--- src/rtl/systick_timer.sv ---
// systick_timer: memory-mapped down-counting tick timer with an 8-bit
// prescaler. Raises a level interrupt request (do_systick_it) when the
// counter steps from 1 to 0 with TICKINT set; the request is held until the
// interrupt sequencer pulses it_ack.
module systick_timer #(
    parameter int          CNT_W     = 24,
    parameter logic [31:0] CALIB_VAL = 32'h0000_0000
) (
    input  logic        clock,
    input  logic        reset,
    input  logic        enable_system,
    input  logic        st_cs,
    input  logic        st_we,
    input  logic [1:0]  st_addr,
    input  logic [31:0] st_wdata,
    output logic [31:0] st_rdata,
    input  logic        it_ack,
    output logic        do_systick_it
);

    localparam logic [1:0] ADDR_CTRL  = 2'd0;
    localparam logic [1:0] ADDR_LOAD  = 2'd1;
    localparam logic [1:0] ADDR_VAL   = 2'd2;
    localparam logic [1:0] ADDR_CALIB = 2'd3;

    localparam logic [CNT_W-1:0] CNT_ONE = CNT_W'(1);

    logic             ctrl_enable;
    logic             ctrl_tickint;
    logic [7:0]       ctrl_presc;
    logic             countflag;
    logic [CNT_W-1:0] load;
    logic [CNT_W-1:0] val;
    logic [7:0]       presc_cnt;
    logic             pending;
    logic [31:0]      rdata;
    logic [31:0]      read_mux;

    logic wr_ctrl;
    logic wr_load;
    logic wr_val;
    logic rd_ctrl;
    logic rd_any;
    logic run;
    logic tick;
    logic flag_set;
    logic pend_set;
    logic restart;

    // Only a subset of write-data bits lands in registers; fold the rest away.
    logic wdata_unused;
    assign wdata_unused = ^st_wdata;

    // Zero-extend a counter-width value onto the 32-bit bus.
    function automatic logic [31:0] widen(input logic [CNT_W-1:0] v);
        logic [31:0] r;
        r = '0;
        r[CNT_W-1:0] = v;
        return r;
    endfunction

    assign wr_ctrl = st_cs && st_we && (st_addr == ADDR_CTRL);
    assign wr_load = st_cs && st_we && (st_addr == ADDR_LOAD);
    assign wr_val  = st_cs && st_we && (st_addr == ADDR_VAL);
    assign rd_any  = st_cs && !st_we;
    assign rd_ctrl = rd_any && (st_addr == ADDR_CTRL);

    assign run  = ctrl_enable && enable_system;
    assign tick = run && (presc_cnt == ctrl_presc);

    // A VAL write discards the tick that would otherwise land on the same edge.
    assign flag_set = tick && !wr_val && (val == CNT_ONE);
    assign pend_set = flag_set && ctrl_tickint;

    // Prescaler restarts on any VAL write or when ENABLE goes 0 -> 1.
    assign restart = wr_val || (wr_ctrl && st_wdata[0] && !ctrl_enable);

    // CTRL configuration fields (COUNTFLAG lives in its own register).
    always_ff @(posedge clock) begin
        if (reset) begin
            ctrl_enable  <= 1'b0;
            ctrl_tickint <= 1'b0;
            ctrl_presc   <= '0;
        end else if (wr_ctrl) begin
            ctrl_enable  <= st_wdata[0];
            ctrl_tickint <= st_wdata[1];
            ctrl_presc   <= st_wdata[15:8];
        end
    end

    // Prescaler: counts 0..PRESC while running, wraps on the tick cycle.
    always_ff @(posedge clock) begin
        if (reset) begin
            presc_cnt <= '0;
        end else if (restart) begin
            presc_cnt <= '0;
        end else if (run) begin
            presc_cnt <= tick ? 8'd0 : presc_cnt + 8'd1;
        end
    end

    // Reload value; bits above CNT_W are dropped.
    always_ff @(posedge clock) begin
        if (reset) begin
            load <= '0;
        end else if (wr_load) begin
            load <= st_wdata[CNT_W-1:0];
        end
    end

    // Down-counter: reload from 0, otherwise decrement on each tick.
    always_ff @(posedge clock) begin
        if (reset) begin
            val <= '0;
        end else if (wr_val) begin
            val <= '0;
        end else if (tick) begin
            if (val == '0) begin
                val <= load;
            end else begin
                val <= val - CNT_ONE;
            end
        end
    end

    // COUNTFLAG: a fresh set beats the clear-on-read of the same edge.
    always_ff @(posedge clock) begin
        if (reset) begin
            countflag <= 1'b0;
        end else if (wr_val) begin
            countflag <= 1'b0;
        end else if (flag_set) begin
            countflag <= 1'b1;
        end else if (rd_ctrl) begin
            countflag <= 1'b0;
        end
    end

    // Interrupt request: set beats ack; dropped if TICKINT is cleared.
    always_ff @(posedge clock) begin
        if (reset) begin
            pending <= 1'b0;
        end else if (pend_set) begin
            pending <= 1'b1;
        end else if (it_ack || !ctrl_tickint) begin
            pending <= 1'b0;
        end
    end

    // Read multiplexer over current register contents.
    always_comb begin
        read_mux = '0;
        case (st_addr)
            ADDR_CTRL:  read_mux = {15'd0, countflag, ctrl_presc, 6'd0,
                                    ctrl_tickint, ctrl_enable};
            ADDR_LOAD:  read_mux = widen(load);
            ADDR_VAL:   read_mux = widen(val);
            ADDR_CALIB: read_mux = CALIB_VAL;
            default:    read_mux = '0;
        endcase
    end

    // Registered read data, held between accesses.
    always_ff @(posedge clock) begin
        if (reset) begin
            rdata <= '0;
        end else if (rd_any) begin
            rdata <= read_mux;
        end
    end

    assign st_rdata      = rdata;
    assign do_systick_it = pending;

endmodule
--- config.mk ---
export PLATFORM = sky130hd
export DESIGN_NAME = systick_timer
export DESIGN_NICKNAME = d
export VERILOG_FILES = /design/src/rtl/systick_timer.sv
export SDC_FILE = /design/constraint.sdc
export NUM_CORES = 1
export LEC_CHECK = 0
export ABC_AREA = 1
export BUFFER_PORTS_ARGS = -buffer_cell sky130_fd_sc_hd__buf_2
export CORE_ASPECT_RATIO = 0.9
export CORE_UTILIZATION = 40
export DETAILED_ROUTE_END_ITERATION = 8
export HOLD_SLACK_MARGIN = 0.15
export PLACE_DENSITY = 0.58
export SETUP_SLACK_MARGIN = 0.05
export SYNTH_ARGS = -nofsm -noshare
export SYNTH_HDL_FRONTEND = slang
export SYNTH_SLANG_ARGS = --single-unit
--- constraint.sdc ---
create_clock -name clock -period 1.9 [get_ports clock]
set_clock_uncertainty 0.1 [all_clocks]
set_input_delay 0 -clock clock [delete_from_list [all_inputs] [get_ports clock]]
set_output_delay 0 -clock clock [all_outputs]
set_load 0.02 [all_outputs]
# --- Word level (Yosys, flattened, before mapping) ---
# Index checks and enable logic that the tools add are counted.
totals:
  reg_bits: 100
  inputBits: 40
  output_inout_bits: 33
  word_cells: 48
classes:
  add_sub_neg: 2
  n_eq_ne: 5
  mux: 7
  n_reduce_logical: 25
op_table:
  columns: ["op", "count"]
  rows:
  - ["$pmux W32 S4", 1]
  - ["$eq A24 B1 Y1 const B", 1]
  - ["$logic_not A24 Y1", 1]
  - ["$mux W24", 1]
  - ["$sub A24 B1 Y24 const B", 1]
  - ["$logic_and A1 B1 Y1", 13]
  - ["$add A8 B1 Y8 const B", 1]
  - ["$eq A8 B8 Y1", 1]
  - ["$mux W8", 1]
  - ["$eq A2 B2 Y1 const B", 2]
  - ["$logic_not A1 Y1", 4]
  - ["$mux W1", 4]
  - ["$reduce_bool A2 Y1", 2]
  - ["$reduce_or A2 Y1", 2]
  - ["$eq A2 B1 Y1 const B", 1]
  - ["$logic_not A2 Y1", 1]
  - ["$logic_or A1 B1 Y1", 2]

# --- Logic depth before layout (Yosys ltp) ---
# Gate-level depths: netlist of run 1.
depth:
  depth_word: 7
  depth_mapped: 11
  mapped_depth_nobuf: 10

# --- Worst setup path after synthesis of run 1 ---
# No wires, ideal clock.
synth_timing:
  path_type: "register to register"
  start: "reg val[0]"
  end: "reg val[14]"
  setup_time_ps: 117
  arrival_ps: 1319
  required_ps: 1683
  setup_slack_ps: 364
  path_stages_with_launch: 10
  n_path_buf: 0
  synth_period_minus_slack_ps: 1536
  path_cell_list: "dfxtp_1 -> inv_1 -> ha_1 -> nand2_1 -> nor2_2 -> nand3_1 -> nand3_1 -> o21ai_1 -> nor2_1 -> nor2_1"
synth_between:
  elab_chain_len: 2
  word_cells_on_any_way: 3
  classes_between: "add/sub (1); mux (1); reduce/logical (1)"
synth_rtl:
  columns: ["element", "line", "rtl"]
  rows:
  - ["start: declaration", "33", "logic [CNT_W-1:0] val;"]
  - ["start signal: assignment", "119", "val <= load;"]
  - ["start signal: assignment", "121", "val <= val - CNT_ONE;"]
  - ["$sub A24 B1 Y24 or $logic_not A24 Y1 (tied branches)", "121, 118", null]
  - ["$mux W24 *", "118", "if (val == '0) begin"]
# Every way passes the cells marked *; elsewhere a longest branch is shown, timed or not.
# A chain may end at the register's enable or synchronous reset.

# --- Worst setup path after layout of run 1 ---
layout_timing:
  start: "reg val[0]"
  end: "reg val[18]"
# The elaborated chain is that of the path after synthesis.

==> results.cfg, run 1 <==
[sta]
timing.setup.tns_ps = 0
fin_crit_ps = 1720
rsz0062_at_grt = true
period_share_pct = 90.6
hold_viol = 0
drv_slew = 0
fmax_mhz = 581
finalSetupViolCount = 0

[final_layout]
area_growth_pct = 27.9
antenna_cells = 0
drive_above_1_share_pct = 16.4
num-nets-final = 894
instances_no_fill = 1015

[yosys]
yosys.area.top_type = dfxtp_1
netlist.area_leader.share_pct = 37.4
netlist_area_um2 = 4920
synth_cell_types = 32
yosysWarnings = 0
synthFlopType = dfxtp_1
synth-edff-count = 0
syn_area_per_cell_um2 = 6.61
postSynthCellCount = 745
synth_area_leaders = dfxtp_1, nand2_1, nor2_1
synthArstFlopShare_pct = 0
yosysSeqAreaShare_pct = 37.4
ys_ff_latch = 92

[outcome]
status = completed

[clock_network]
cts.sinks = 92
worstSkewPairLatency_ps = 350
htree_levels = 3
clk_pin_slew_worst_paths_ps = 70
cts_root_buf = clkbuf_16
cts_buffers = 9
cts_tree = yes
clock_path_buffers = 2

[routing]
wl_um = 14200
viasPerCell = 5.05
drtIter0Drc = 303
drc = 0
ant_nets = 0
wl_per_cell_um = 14.0
dr_total_vias = 5127
dr.pass1.iters = 5

[worst_setup_path]
reg2reg_depth = 10
r2r_slack_ps = 180
critPathKind = register to register
cp.arrival_ps = 1860
startpoint = val[0]$_SDFFE_PP0N_
r2r_end = val[18]$_SDFFE_PP0N_
cp_max_fo = 15
required_ps = 2030
reg2reg_from = val[0]$_SDFFE_PP0N_
end_kind = register
endpoint = val[18]$_SDFFE_PP0N_
crit_path_start_kind = register

[power_and_ir_drop]
power_density_nw_per_um2 = 760
worst_ir_drop_vdd_v = 0.000576
leakagePower_nw = 2.86

[die]
placeableCoreArea_um2 = 12000
rows = 38
die-height_um = 107
io_pins = 73
start_util_pct = 40.9
die_area_um2 = 12800
die-width_um = 119

[place]
place_hpwl_um = 10400
gp_congestion = 0.888
dp_cells = 955
port_buffers = 56

[worst_hold_path]
min-delay-start = st_cs
hp-class = input pin to register

[grt]
antenna_found_initial = 0
grt_pass1_wl_um = 23300
gr-total-overflow = 0
grt_usage_pct = 23.2
grt_pass1_vias = 4821
grt_max_degree = 46

[run]
max_cap_viol_count = 0
[metrics by stage]
stage / hold slack, ps / util (%) / power [mW] / setup slack [ps] / cell area, um2
floorplan: -30.9 / - / 2.43 / 364 / 4950
global placement: 94.7 / 45.4 / 2.59 / 97.3 / 5460
detailed placement: 97.4 / 45.4 / 2.60 / 131 / 5460
global route: 170 / 52.4 / 4.96 / 45.8 / 6300
finish: 153 / 52.4 / 4.79 / 178 / 6300
CTS: 172 / 51.7 / 4.80 / 91.5 / 6210
[power by group]
| group | internal, mW | switching [mW] | leakage [nW] | total (mW) |
|---|---|---|---|---|
| combinational | 0.245 | 0.358 | 1.93 | 0.603 |
| sequential | 1.99 | 0.0382 | 0.748 | 2.02 |
| clock | 1.37 | 0.798 | 0.178 | 2.16 |
| total | 3.60 | 1.19 | 2.86 | 4.79 |
[cell usage after synthesis (3+ instances only)]
cell      count
o21ai_1       6
o21ai_0      71
buf_2         4
o221ai_1     13
nor2_4        3
nand2_2       4
nor3_1        6
buf_4         8
clkbuf_1     21
inv_1        91
ha_1          4
xor2_1        6
nand2_1     165
a41oi_1       5
nor2_1       98
a21oi_1      56
a31oi_1       6
nand3_1      41
dfxtp_1      92
inv_2         6
nand4_1      11
buf_6         3
o21ai_2       7
nor2_2       10
[worst min path at each step]
stage          slack [ps]                   endpoint  cells past startpoint
6_report              150   st_rdata[1]$_SDFFE_PP0P_                      5
5_1_grt               170   st_rdata[1]$_SDFFE_PP0P_                      5
4_1_cts               170  st_rdata[11]$_SDFFE_PP0P_                      6
3_5_place_dp          100   ctrl_enable$_SDFFE_PP0N_                      2
3_3_place_gp           90   ctrl_enable$_SDFFE_PP0N_                      2
2_1_floorplan         -30   ctrl_enable$_SDFFE_PP0N_                      1
[logic make-up (layout without fill, tap and decap cells)]
family / count (synthesis) / in the layout / synth area share (%)
XOR/XNOR: 6 / 6 / 1.07
flip-flops: 92 / 92 / 37.4
adder cells (fa/ha/maj): 4 / 4 / 1.02
other: 1 / 8 / 0.0761
buffers and inverters: 134 / 237 / 11.4
AO/OA/AOI/OAI: 164 / 164 / 18.7
AND/OR/NAND/NOR: 344 / 344 / 30.3
[area by class of cell]
class | instances | area [um2]
Sequential cell | 92 | 1840
Clock buffer | 11 | 253
Tap cell | 160 | 200
Multi-Input combinational cell | 526 | 2570
Fill cell | 1196 | 5730
Timing Repair Buffer | 124 | 957
Inverter | 97 | 370
Clock inverter | 5 | 106
[metal layers]
metal	vias to the layer above	GRT usage [%]	part of all wire (%)
li1	2612	-	-
met1	2380	33.4	53
met2	119	35.0	42
met3	16	4.56	4.5
met4	0	6.69	1.2
met5	-	0	0
[layout by cell type (no fill, tap or decap), drive strengths merged]
cell type    netlist  final
a21oi             56     56
a31oi              6      6
a41oi              5      5
and3               1      1
buf               16     84
bufinv             0      3
clkbuf            21     11
clkinv             0      1
clkinvlp           0      1
conb               1      8
dfxtp             92     92
dlygate4sd3        0     40
ha                 4      4
inv               97     97
nand2            169    169
nand3             43     43
nand3b             2      2
nand4             11     11
nor2             112    112
nor3               6      6
o21ai             84     84
o221ai            13     13
xor2               6      6
[state kept, by name (all words and copies together) (netlist names)]
name	cells
countflag	1
ctrl_enable	1
ctrl_presc	8
ctrl_tickint	1
do_systick_it	1
load	24
presc_cnt	8
st_rdata	24
val	24
[critical path, stage by stage (launching register included)]
cell and delay (ps):
dfxtp_1 340, inv_1 120, ha_1 160, nand2_1 80, nor2_4 200, nand3_1 120
buf_4 210, nor2_1 100, nor2_1 50, nand2_1 50, a21oi_1 60
[what timing repair did]
action	4_1_cts	5_1_grt
setup endpoints to repair	0	24
endpoints found under the hold margin	72	0
resized for setup	0	10
setup buffers	0	4
hold buffers	40	0
Note: power is estimated with default switching activity, not from simulation.
==> run 2: changes to the inputs <==
Settings changed: PLACE_DENSITY 0.58 to 0.66.
Clock period 1.9 ns to 1.4 ns, I/O delays scaled along.
==> results.cfg, run 2 (synthesis gave the netlist of run 1 again) <==
[power_and_ir_drop]
worst_ir_drop_vdd_v = 0.000623
sequentialPowerShare_pct = 45.0
power_density_nw_per_um2 = 815
switching_share_pct = 28.1
leakagePower_nw = 3.44
comb_power_share_pct = 15.7
total_power_mw = 6.09
cell_internal_pwr_mw = 4.37
power_frac_clock_pct = 39.3
p_sw_mw = 1.71

[grt]
use_met3_pct = 4.08
antenna_found_initial = 0
grt_pass1_wl_um = 24600
grt_usage_pct = 24.4
grt_busiest_layer = met2
grt_max_degree = 59
gr-usage-met2_pct = 41.6
grt_pass1_vias = 5136
met1_usage_pct = 31.5
gr-total-overflow = 0

[final_layout]
drive_above_1_share_pct = 37.5
num-nets-final = 978
antenna_cells = 0
final_cell_mix = nand2_1, buf_4, inv_1
stdcell_area_um2 = 7470
final_common_cell = nand2_1
fillers = 1041
area_growth_pct = 51.7

[sta]
hold_ws_ps = -119
rsz0062_at_grt = true
fin_ws_ps = -213
fmax_mhz = 620
finalSetupViolCount = 34
fin_crit_ps = 1610
hold_viol = 2
period_share_pct = 115
drv_slew = 0

[clock_network]
cts_root_buf = clkbuf_16
worstSkewPairLatency_ps = 350
cts_buffers = 9
clock_path_buffers = 2
clk_pin_slew_worst_paths_ps = 70
htree_levels = 3
cts.sinks = 92
cts_tree = yes

[outcome]
status = finished with violations
violations = negative hold slack, negative setup slack

[place]
port_buffers = 56
placed_area_um2 = 6220
gp_congestion = 0.885
place_hpwl_um = 10200
preCtsSetupSlack_ps = -242

[worst_setup_path]
worst-path-buf-inv = 3
worstPathCellList = inv_1 -> nand2_1 -> nand3_1 -> nor2_2 -> nand3_4 -> buf_12 -> buf_16 -> nand2_1 -> a21oi_1
critPathTopFamily = simple AND/OR/NAND/NOR gates
critPathKind = register to register
slowest_stage = dfxtp_2
cp_max_fo = 8
slowest_delay_ps = 350
crit_path_frequent_cell = nand2_1
end_kind = register
crit_path_start_kind = register
required_ps = 1520
cp.arrival_ps = 1740

[worst_hold_path]
hp-class = input pin to register

[routing]
viasPerCell = 5.09
ant_nets = 0
dr.pass1.iters = 5
wl_per_cell_um = 14.3
drtIter0Drc = 245
wl_um = 15700
dr_total_vias = 5593
drc = 0

[run]
max_cap_viol_count = 0

[die]
die-width_um = 119
die-height_um = 107
die_area_um2 = 12800
start_util_pct = 40.9
io_pins = 73
placeableCoreArea_um2 = 12000
rows = 38
[run 2: changes by cell type in the layout (fill, tap and decap cells not counted), sizes merged]
cell and change:
inv +2, bufinv -3, dlygate4sd3 -8, buf +91, clkinv +2
[run 2: routing by layer]
metal	vias up	routed length (um)
li1	2788	-
met1	2611	6980
met2	162	7640
met3	32	788
met4	0	322
met5	-	0
[run 2: area by class of cell]
class | count | area (um2) | area share, %
multi-input cells | 526 | 3020 | 40.4
flip-flops and latches | 92 | 1880 | 25.2
repair buffers | 208 | 1710 | 22.8
inverters | 97 | 377 | 5.04
clock buffers | 10 | 239 | 3.20
well taps | 160 | 200 | 2.68
clock inverters | 6 | 47.5 | 0.636
[run 2: power by group through the flow]
stage                     clock network, mW  registers [mW]  logic [mW]
after global placement                    0            2.80       0.789
after detailed placement                  0            2.80       0.796
after CTS                              2.40            2.74       0.902
after global routing                   2.51            2.75        1.05
final                                  2.39            2.74       0.958
after floorplan                           0            2.84       0.470
[run 2: path summary, 6_finish.rpt]
kind / start / to / slack [ps] / cells past startpoint
worst min-delay path: enable_system / presc_cnt[0]$_SDFFE_PP0P_ / -120 / 4
worst max register to register: ctrl_presc[0]$_SDFFE_PP0N_ / val[23]$_SDFFE_PP0N_ / -210 / 9
worst min register to register: ctrl_tickint$_SDFFE_PP0N_ / do_systick_it$_SDFFE_PP0P_ / 360 / 2
worst max-delay path: ctrl_presc[0]$_SDFFE_PP0N_ / val[23]$_SDFFE_PP0N_ / -210 / 9
[run 2: tightest hold or removal path, stage by stage]
cell and delay (ps):
buf_2 100, nand2_4 80, nand2_1 60, a21oi_1 50
[run 2: per-stage QoR]
step / hold slack (ps) / TNS (ps) / utilization, % / instances
final: -119 / -4640 / 62.1 / 1099
after global routing: -115 / -7350 / 62.1 / 1099
after CTS: -131 / -3830 / 59.8 / 1090
after detailed placement: 74.1 / -3680 / 51.7 / 1037
after global placement: 76.0 / -3660 / 51.7 / 1037
after floorplan: -38.3 / -751 / - / 752
[run 2: repair_timing]
item	4_1_cts	5_1_grt
endpoints found under the hold margin	66	10
endpoints found under the setup margin	34	92
pin swaps	16	19
gates cloned	2	1
hold buffers	31	4
resized for setup	84	76
setup buffers	4	8
==> run 3: changes to the inputs <==
Settings changed: ABC_AREA 1 to 0, PLACE_DENSITY 0.66 to not set, PLACE_DENSITY_LB_ADDON set to 0.2.
==> results.cfg, run 3 <==
[worst_setup_path]
crit_path_frequent_cell = or4_4
crit_path_start_kind = register
cp_max_fo = 7
critPathTopFamily = simple AND/OR/NAND/NOR gates
worst-path-buf-inv = 1
cp.arrival_ps = 2430
r2r_slack_ps = -900
critPathKind = register to register
required_ps = 1530
end_kind = register
slowest_stage = or4_4
slowest_delay_ps = 560
worstPathCellList = or4_4 -> or4_4 -> nor3_4 -> buf_12 -> mux2i_1 -> o22ai_1

[yosys]
synth_cell_types = 48
synth_mux_area_share_pct = 4.87
synthFlopType = dfxtp_1
ys_ff_latch = 92
yosys.area.top_type = dfxtp_1
syn_area_per_cell_um2 = 7.76
postSynthCellCount = 586
synthArstFlopShare_pct = 0
yosysWarnings = 0
synth_area_leaders = dfxtp_1, a21oi_1, nand2_1
synth_top_family_by_area = simple AND/OR/NAND/NOR gates
synth-simple-area-share_pct = 24.0
synth_compound_area_share_pct = 21.5
synth_commonest_cells = nand2_1, dfxtp_1, a21oi_1, nor2_1, clkbuf_1
synth.most_common_cell = nand2_1
synth-edff-count = 0
yosysSeqAreaShare_pct = 40.5
synth-xor-area-share_pct = 2.31
yosys.area_share.adder_pct = 1.10
netlist.area_leader.share_pct = 40.5
netlist_area_um2 = 4550

[place]
port_buffers = 56
preCtsSetupSlack_ps = -944
place_hpwl_um = 10500
placed_area_um2 = 5880
gp_congestion = 0.921

[grt]
grt_pass1_vias = 4631
antenna_found_initial = 0
grt_usage_pct = 25.9
gr-total-overflow = 0
grt_max_degree = 60
grt_pass1_wl_um = 23200

[power_and_ir_drop]
switching_share_pct = 25.6
total_power_mw = 5.70
power_density_nw_per_um2 = 852
power_frac_clock_pct = 39.7
p_sw_mw = 1.46
leakagePower_nw = 2.87
cell_internal_pwr_mw = 4.24
comb_power_share_pct = 12.6
worst_ir_drop_vdd_v = 0.000815
sequentialPowerShare_pct = 47.7

[die]
die-width_um = 114
io_pins = 73
rows = 36
start_util_pct = 41.5
die_area_um2 = 11800
die-height_um = 103
placeableCoreArea_um2 = 10900

[sta]
fin_crit_ps = 2300
tightest_slew_ps = 614
slew_headroom_pct = 59.1
fin_ws_ps = -900
hold_ws_ps = 161
rsz0062_at_grt = true
fmax_mhz = 435
timing.setup.tns_ps = -21390
drv_slew = 0
finalSetupViolCount = 34
hold_viol = 0
period_share_pct = 164

[final_layout]
drive_above_1_share_pct = 33.5
final_cell_mix = buf_4, nand2_1, a21oi_1
multi_input_area_um2 = 2700
area_growth_pct = 47.0
stdcell_area_um2 = 6680
num-nets-final = 806
final_common_cell = buf_4
fillers = 986
seq_area_um2 = 1860
antenna_cells = 0

[clock_network]
htree_levels = 3
cts_buffers = 9
cts_tree = yes
cts_root_buf = clkbuf_16
clock_path_buffers = 2
clk_pin_slew_worst_paths_ps = 70
cts.sinks = 92
worstSkewPairLatency_ps = 350

[routing]
drtIter0Drc = 245
wl_um = 15100
wl_per_cell_um = 16.4
ant_nets = 0
dr_total_vias = 4946
drc = 0
dr.pass1.iters = 5
viasPerCell = 5.38

[outcome]
violations = negative setup slack
status = finished with violations

[worst_hold_path]
hp-class = input pin to register

[run]
max_cap_viol_count = 0
[run 3: changes by cell type after synthesis, moves of 15 or more]
cell      before  now
a211oi_1       0   26
a21oi_1       56   85
a22oi_1        0   15
inv_1         91    5
mux2i_1        0   21
nand2_1      165  106
nand3_1       41   12
nor2_1        98   48
o21ai_0       71    5
o22ai_1        0   18
[run 3: path summary, 6_finish.rpt]
check	startpoint	to	cells past startpoint
max	val[8]$_SDFFE_PP0N_	val[8]$_SDFFE_PP0N_	6
min	st_cs	st_rdata[0]$_SDFFE_PP0P_	5
max reg2reg	val[8]$_SDFFE_PP0N_	val[8]$_SDFFE_PP0N_	6
min reg2reg	countflag$_SDFFE_PP0P_	countflag$_SDFFE_PP0P_	2
[run 3: what timing repair did]
item	4_1_cts	5_1_grt
cloned	1	1
buffers inserted	1	1
pin swaps	13	8
endpoints found under the hold margin	66	0
hold buffers	34	0
gates resized for setup	15	18
endpoints found under the setup margin	34	64
[run 3: layout make-up]
cell class	count	area share (%)
Timing Repair Buffer	211	24.5
Clock inverter	5	0.412
Tap cell	152	2.85
Sequential cell	92	27.9
Multi-Input combinational cell	443	40.4
Clock buffer	11	3.63
Inverter	5	0.318
[run 3: power by group through the flow]
stage / combinational, mW / sequential, mW / clock, mW
2_1_floorplan: 0.326 / 2.82 / 0
3_3_place_gp: 0.596 / 2.77 / 0
3_5_place_dp: 0.604 / 2.77 / 0
4_1_cts: 0.700 / 2.72 / 2.31
5_1_grt: 0.773 / 2.72 / 2.42
6_report: 0.717 / 2.72 / 2.26
[run 3: kinds of logic after synthesis]
family | after synthesis
DFF | 92
muxes | 22
and+or+nand+nor | 235
adders and majority gates | 4
AOI/OAI and AO/OA | 162
xor gates and xnor gates | 12
other | 1
buffers and inverters | 58
[run 3: metrics by stage]
step / util [%] / cells
floorplan: - / 593
global placement: 53.8 / 865
detailed placement: 53.8 / 865
CTS: 60.3 / 917
global route: 61.1 / 919
finish: 61.1 / 919
[run 3: per-layer routing]
metal	track usage [%]	vias to the layer above	share of wire [%]
met5	0	-	0
met4	10.2	0	2.5
met3	5.76	25	4.9
met2	44.7	144	47
met1	31.8	2352	46
li1	-	2425	-
[run 3: worst min-delay path: cells and delay by family]
family	cells	cell delay, ps
simple gates	2	230
buf+inv	2	290
compound gates	1	50
